<file path="src/rtl/instr_fetch_unit.sv">
// rtl/instr_fetch_unit.sv - multicycle instruction fetch stage with PC, IR and branch-target loads
//
// Purpose:
//   Owns the PC, issues one read per fetch to a fixed-latency 32-bit
//   instruction memory, latches the returned word into the instruction
//   register and hands instruction and opcode to the control unit.
//   Branch targets may be loaded while idle or deferred while a fetch is busy.
//
// Parameters:
//   RESET_PC     PC value after reset
//   MEM_LATENCY  cycles from mem_rd_en to valid mem_rdata (1..15)
//
// Ports:
//   clk           rising-edge clock
//   rst_n         asynchronous reset, active HIGH despite the name
//   fetch_req     one-cycle request for the next instruction
//   pc_load       load pc_target into PC (branch taken)
//   pc_target     branch target address
//   mem_rdata     instruction memory read data
//   fetch_ready   idle and able to accept fetch_req
//   instr_valid   one-cycle pulse with a freshly fetched instruction
//   instrucao     instruction register
//   opcode        instrucao[6:0]
//   pc_out        current PC
//   mem_addr      instruction memory address (holds outside ISSUE)
//   mem_rd_en     one-cycle read strobe
//   misalign_err  sticky: a load with pc_target[1:0] != 0 was seen
//   fetch_count   (FETCH_PERF_CNT_EN) completed fetches
//   stall_count   (FETCH_PERF_CNT_EN) cycles spent waiting on memory
//
// Optional feature macro: FETCH_PERF_CNT_EN

module instr_fetch_unit #(
  parameter logic [63:0] RESET_PC    = 64'h0,
  parameter int          MEM_LATENCY = 2
) (
  input  logic        clk,
  input  logic        rst_n,
  input  logic        fetch_req,
  input  logic        pc_load,
  input  logic [63:0] pc_target,
  input  logic [31:0] mem_rdata,
  output logic        fetch_ready,
  output logic        instr_valid,
  output logic [31:0] instrucao,
  output logic [6:0]  opcode,
  output logic [63:0] pc_out,
  output logic [63:0] mem_addr,
  output logic        mem_rd_en,
  output logic        misalign_err
`ifdef FETCH_PERF_CNT_EN
  ,
  output logic [31:0] fetch_count,
  output logic [31:0] stall_count
`endif
);

  typedef enum logic [1:0] {IDLE, ISSUE, WAIT, DONE} state_t;

  localparam logic [3:0] LAT_INIT = 4'(MEM_LATENCY - 1);

  state_t      state;
  state_t      state_nxt;
  logic [3:0]  lat_cnt;
  logic        pend_v;
  logic [63:0] pend_pc;
  logic        load_ok;
  logic        load_bad;

  // Misaligned targets are dropped entirely; only the sticky flag records them.
  assign load_ok  = pc_load && (pc_target[1:0] == 2'b00);
  assign load_bad = pc_load && (pc_target[1:0] != 2'b00);

  always_ff @(posedge clk or posedge rst_n) begin
    if (rst_n) state <= IDLE;
    else       state <= state_nxt;
  end

  always_comb begin
    state_nxt   = state;
    fetch_ready = 1'b0;
    instr_valid = 1'b0;
    mem_rd_en   = 1'b0;
    case (state)
      IDLE: begin
        fetch_ready = 1'b1;
        if (fetch_req) state_nxt = ISSUE;
      end
      ISSUE: begin
        mem_rd_en = 1'b1;
        state_nxt = WAIT;
      end
      WAIT: begin
        if (lat_cnt == 4'd0) state_nxt = DONE;
      end
      DONE: begin
        instr_valid = 1'b1;
        state_nxt   = IDLE;
      end
      default: state_nxt = IDLE;
    endcase
  end

  // mem_addr doubles as the fetch address register: it is written only when
  // a fetch is accepted and holds until the next one, so DONE can use it.
  always_ff @(posedge clk or posedge rst_n) begin
    if (rst_n) begin
      mem_addr <= RESET_PC;
    end else if (state == IDLE && fetch_req) begin
      mem_addr <= load_ok ? pc_target : pc_out;
    end
  end

  always_ff @(posedge clk or posedge rst_n) begin
    if (rst_n) begin
      lat_cnt   <= 4'd0;
      instrucao <= 32'h0;
    end else begin
      case (state)
        ISSUE: lat_cnt <= LAT_INIT;
        WAIT: begin
          if (lat_cnt == 4'd0) instrucao <= mem_rdata;
          else                 lat_cnt   <= lat_cnt - 4'd1;
        end
        default: ;
      endcase
    end
  end

  assign opcode = instrucao[6:0];

  // PC and deferred branch target. A load arriving in DONE itself is the
  // newest one, so it wins over any pending target and over PC + 4.
  always_ff @(posedge clk or posedge rst_n) begin
    if (rst_n) begin
      pc_out  <= RESET_PC;
      pend_v  <= 1'b0;
      pend_pc <= 64'h0;
    end else begin
      case (state)
        IDLE: begin
          if (load_ok) pc_out <= pc_target;
        end
        ISSUE, WAIT: begin
          if (load_ok) begin
            pend_v  <= 1'b1;
            pend_pc <= pc_target;
          end
        end
        DONE: begin
          pend_v <= 1'b0;
          if (load_ok)     pc_out <= pc_target;
          else if (pend_v) pc_out <= pend_pc;
          else             pc_out <= mem_addr + 64'd4;
        end
        default: ;
      endcase
    end
  end

  always_ff @(posedge clk or posedge rst_n) begin
    if (rst_n)         misalign_err <= 1'b0;
    else if (load_bad) misalign_err <= 1'b1;
  end

`ifdef FETCH_PERF_CNT_EN
  always_ff @(posedge clk or posedge rst_n) begin
    if (rst_n) begin
      fetch_count <= 32'h0;
      stall_count <= 32'h0;
    end else begin
      if (state == DONE) fetch_count <= fetch_count + 32'd1;
      if (state == WAIT) stall_count <= stall_count + 32'd1;
    end
  end
`endif

endmodule

</file>
<file path="config.mk">
export PLATFORM = sky130hd
export DESIGN_NAME = instr_fetch_unit
export DESIGN_NICKNAME = d
export VERILOG_FILES = /design/src/rtl/instr_fetch_unit.sv
export SDC_FILE = /design/constraint.sdc
export NUM_CORES = 1
export LEC_CHECK = 0
export CORE_MARGIN = 2
export CORE_UTILIZATION = 50
export DETAILED_ROUTE_END_ITERATION = 7
export PLACE_DENSITY = 0.79
export SLEW_MARGIN = 10
export SYNTH_ARGS = -nofsm -noshare
export SYNTH_HDL_FRONTEND = slang
export SYNTH_SLANG_ARGS = --single-unit
</file>
<file path="constraint.sdc">
create_clock -name clk -period 9.3 [get_ports clk]
set_clock_uncertainty 0.2 [all_clocks]
set_input_delay 1.395 -clock clk [delete_from_list [all_inputs] [get_ports clk]]
set_output_delay 1.395 -clock clk [all_outputs]
set_load 0.01 [all_outputs]
</file>
---- Word-level counts from Yosys, hierarchy flattened ----
Cells that the tools add are included.
word-level totals
  memories kept ........................... 0
  register bits after elaboration ......... 232
  output and inout bits ................... 171
  memory bits (read-only) ................. 0
  bits in latches ......................... 0
  RAM bits ................................ 0
  input port bits ......................... 100
  logic and storage cells ................. 47
cells by class
  add/subtract/negate cells ............... 2
  multiplexer cells ....................... 14
  equality and inequality tests ........... 7
  reduce and logical (&&, ||, !) cells .... 16
  shifts and indexed selects .............. 0
  magnitude comparators ................... 0
  $mul .................................... 0
  bitwise gates (word level) .............. 0
  divide/modulo/power cells ............... 0
operators with widths
  operator                 count
  $mux W64                 3
  $pmux W64 S2             1
  $add A64 B3 Y64 const B  1
  $reduce_and A2 Y1        5
  $ne A2 B2 Y1 const B     4
  $pmux W2 S4              1
  $pmux W4 S2              1
  $reduce_bool A2 Y1       4
  $eq A2 B2 Y1 const B     2
  $logic_not A2 Y1         2
  $logic_not A4 Y1         1
  $mux W1                  4
  $mux W2                  2
  $mux W4                  1
  $sub A4 B1 Y4 const B    1
  $logic_and A1 B1 Y1      3
  $eq A2 B1 Y1 const B     1
  $pmux W1 S2              1
  $reduce_or A2 Y1         1

---- Logic depth before layout (Yosys ltp) ----
  depth in word-level cells ............... 4
  depth in mapped cells ................... 9
  gate-level depth less buffers ........... 7

---- Worst setup path after synthesis ----
No wires, ideal clock.
  path kind ............................... input to register
  start point ............................. input pc_target[0]
  end point ............................... register pend_pc[10]
  arrival time ............................ 3034 ps
  library setup time ...................... 125 ps
  required time ........................... 8975 ps
  cell stages on the path ................. 5
  slack ................................... 5941 ps
  path buffers ............................ 2
  cell sequence ........................... or3b_2 > nor2_1 > clkbuf_1 > clkbuf_1 > mux2_2
on the way
  longest elaborated chain between the ends .. 3
ends and longest elaborated chain
  what                         line  text
  start: declaration           41    input logic [63:0] pc_target,
  $logic_not A2 Y1             71    assign load_ok = pc_load && (pc_target[1:0] == 2'b00);
  $logic_and A1 B1 Y1          71
  $reduce_and A2 Y1 (no line)  n/a
  end signal: assignment       147   pend_pc <= pc_target;
  end: declaration             66    logic [63:0] pend_pc;
Every way passes these cells.
A chain may end at the register's enable or synchronous reset.

---- Worst setup path after layout ----
  start point ............................. input pc_load
  end point ............................... register pc_out[22]
on the way
  longest elaborated chain between the ends .. 3
  elaborated cells on any way between the ends .. 4
  classes of those cells .................. mux: 3; reduce/logical: 1
ends and longest elaborated chain
  what                                line  text
  start: declaration                  40    input logic pc_load,
  $logic_and A1 B1 Y1 *               71
  $mux W64, on equally long branches  n/a
  $pmux W64 S2 *                      140   case (state)
  end signal: assignment              142   if (load_ok) pc_out <= pc_target;
  end signal: assignment              152   if (load_ok) pc_out <= pc_target;
  end signal: assignment              153   else if (pend_v) pc_out <= pend_pc;
  end: declaration                    47    output logic [63:0] pc_out,
Every way passes the cells marked *; elsewhere a longest branch is shown, timed or not.

==> results.sh <==
export IMPL_ir_worst_vdd_mv=0.164
export IMPL_post_route_util_pct=67.1
export IMPL_num_io_pins=271
export IMPL_yosys_area_top_type="dfrtp_1"
export IMPL_die_w_um=155
export IMPL_grt_first_pass_wirelength_um=55100
export IMPL_synth_simple_gate_area_share_pct=17.1
export IMPL_comb_power_share_pct=44.7
export IMPL_syn_area_per_cell_um2=9.81
export IMPL_worstPathArrival_ns=4.49
export IMPL_worst_slew_pin_slew_ns=1.20
export IMPL_synth_nets=1268
export IMPL_p_sw_share_pct=38.4
export IMPL_clk_path_buf_depth=3
export IMPL_yosysUniqueCellTypes=55
export IMPL_syn_inst=1162
export IMPL_synth_xor_area_share_pct=4.61
export IMPL_num_rows=55
export IMPL_drt_wl_total_um=35200
export IMPL_cts_tree="built"
export IMPL_die_area_mm2=0.0240
export IMPL_grt_start_max_net_pins=85
export IMPL_clockPowerShare_pct=18.2
export IMPL_timing_final_max_slew_violations=0
export IMPL_mappedNetlistArea_mm2=0.0114
export IMPL_critPathCaptureType="flip-flop"
export IMPL_post_cts_resized=0
export IMPL_drive_gt1_share_pct=11.7
export IMPL_p_int_mw=3.36
export IMPL_area_delta_synth_final_pct=32.5
export IMPL_cts_setup_buffers=0
export IMPL_ys_seq_area_share_pct=50.9
export IMPL_period_minus_slack_ns=4.34
export IMPL_max_slew_margin_pct=20.1
export IMPL_grt_pass1_vias=10000
export IMPL_fillers=1724
export IMPL_cp_max_fo=49
export IMPL_pwr_share_seq_pct=37.1
export IMPL_insertion_delay_ns=0.53
export IMPL_grtUsageTotal_pct=28.8
export IMPL_synth_edff_count=0
export IMPL_cts_htree_levels=1
export IMPL_yosysTopAreaCellShare_pct=50.9
export IMPL_finalSetupTns_ns=0
export IMPL_core_area_mm2=0.0225
export IMPL_routabilityCongestion=0.811
export IMPL_num_vias=10300
export IMPL_synth_ff_latch_count=232
export IMPL_async_flop_share_pct=100
export IMPL_fin_crit_sh_pct=46.7
export IMPL_outcome="finished clean"
export IMPL_start_util_pct=50.6
export IMPL_switching_power_mw=2.10
export IMPL_synthAdderAreaFrac_pct=0.659
export IMPL_setup_viol=0
export IMPL_final_nets=1502
export IMPL_port_buffer_count=270
export IMPL_regArea_mm2=0.00581
export IMPL_synth_top_family_by_area="simple AND/OR/NAND/NOR gates"
export IMPL_critPathLaunchType="input pin"
export IMPL_drt_pass1_iterations=6
export IMPL_holdBufCountCts=0
export IMPL_route_antenna_remaining_nets=0
export IMPL_drt_iter0_drc=930
export IMPL_grt_antenna_before_repair=2
export IMPL_fmaxAchievable_mhz=230
export IMPL_rsz0062_at_grt="false"
export IMPL_synth_compound_area_share_pct=13.8
export IMPL_criticalPathCategory="in2reg"
export IMPL_dieHeight_um=155
export IMPL_vias_per_cell=6.05
export IMPL_grt_ovfl_total=0
export IMPL_synth_ff_type="dfrtp_1"
export IMPL_clk_pin_slew_worst_paths_ns=0.06
export IMPL_cts_buffers=26
export IMPL_wire_per_inst_um=20.7
export IMPL_hpwl_um=23500
export IMPL_crit_required_ns=9.45
export IMPL_final_hold_viol_count=0
export IMPL_synth_area_top_cells="dfrtp_1, mux2_2, nand2_1"
export IMPL_post_route_drc_count=0
export IMPL_multi_input_area_mm2=0.00525
export IMPL_maxCapViolCount=0
export IMPL_clkSinkCount=232
export IMPL_synthMostInstantiatedCell="dfrtp_1"
export IMPL_worst_hold_path_type="reg2reg"
export IMPL_cts_root_buf="clkbuf_16"
export IMPL_power_density_mw_per_mm2=362
export IMPL_synth_commonest_cells="dfrtp_1, nand2_1, nor2_1, mux2_2, clkbuf_1"
export IMPL_pre_cts_ws_ns=4.46
export IMPL_finalWorstSetupSlack_ns=4.96
export IMPL_synth_area_mux_share_pct=9.54
export IMPL_p_leak_nw=6.03
export IMPL_yosys_warnings=0
==> final timing paths <==
kind	from	depth (start not counted)	end	slack (ns)
hold / removal	misalign_err	1	misalign_err	0.27
min in group asynchronous	rst_n	2	mem_addr[42]	1.16
setup reg to reg	state[0]	7	pend_pc[42]	5.66
setup / recovery	pc_load	6	pc_out[22]	4.96
max in group asynchronous	rst_n	3	instrucao[21]	6.32
hold reg to reg	misalign_err	1	misalign_err	0.27
==> layer usage <==
metal | share of wire (%) | wire length, µm | vias to the layer above | track usage (%)
met2 | 48 | 17000 | 508 | 47.4
met5 | 0.031 | 11 | - | 0
met4 | 2.9 | 1020 | 2 | 8.95
li1 | - | - | 4602 | -
met3 | 8.3 | 2940 | 75 | 4.40
met1 | 41 | 14300 | 5085 | 39.6
==> sequential cells by signal, indices dropped and copies added (netlist names) <==
register	cells
mem_addr	64
pc_out	64
pend_pc	64
instrucao	32
lat_cnt	4
state	2
misalign_err	1
pend_v	1
==> power by group through the flow <==
stage / Sequential [mW] / Combinational (mW) / Clock (mW)
6_report: 2.02 / 2.44 / 0.996
5_1_grt: 2.09 / 2.63 / 1.05
4_1_cts: 2.01 / 2.44 / 1.00
3_5_place_dp: 2.02 / 2.42 / 0
3_3_place_gp: 2.00 / 2.35 / 0
2_1_floorplan: 2.03 / 1.21 / 0
==> final cells by class <==
cell class                 instances  share of cell area [%]
timing repair buffer             285                    18.6
clock buffer                      37                    4.92
tap                              285                    2.36
inverter                          12                   0.348
clock inverter                     8                   0.472
multi-input combinational        839                    34.8
sequential                       232                    38.5
antenna                            1                  0.0166
==> cells by family after synthesis <==
family	Yosys count
AOI/OAI and AO/OA	238
muxes	97
buffers and inverters	91
DFF	232
adders and majority gates	6
and+or+nand+nor	438
xor gates and xnor gates	60
==> cells in the final DEF, fill, tap and decap left out, types with 9 or more instances in the layout <==
master	instances
mux2_2	93
o22ai_1	27
dfrtp_1	232
and3_1	9
a211oi_1	11
clkdlybuf4s50_1	270
xor2_1	23
xnor2_1	37
nand3_1	28
nor3_1	30
a31oi_1	62
a21oi_1	30
nor2_1	122
inv_1	10
o211ai_1	20
buf_4	15
nand2_1	194
clkbuf_16	27
a22oi_1	20
o21ai_0	26
nand4_1	11
==> metrics by stage <==
| stage | hold slack (ns) | cells | area [µm²] | total power, mW |
|---|---|---|---|---|
| after floorplan | 0.264 | 1162 | 11400 | 3.24 |
| after global placement | 0.250 | 1653 | 14300 | 4.35 |
| after detailed placement | 0.261 | 1653 | 14300 | 4.44 |
| after CTS | 0.275 | 1698 | 15100 | 5.45 |
| after global routing | 0.317 | 1699 | 15100 | 5.77 |
| final | 0.272 | 1699 | 15100 | 5.46 |
==> worst max-delay path, cell delays in order <==
cell	delay (ns)
clkdlybuf4s50_1	0.43
or3b_4	0.68
and2_1	0.69
nand2_1	0.30
nor2_1	0.78
a211oi_1	0.19
Power figures use the tool's default switching activity.
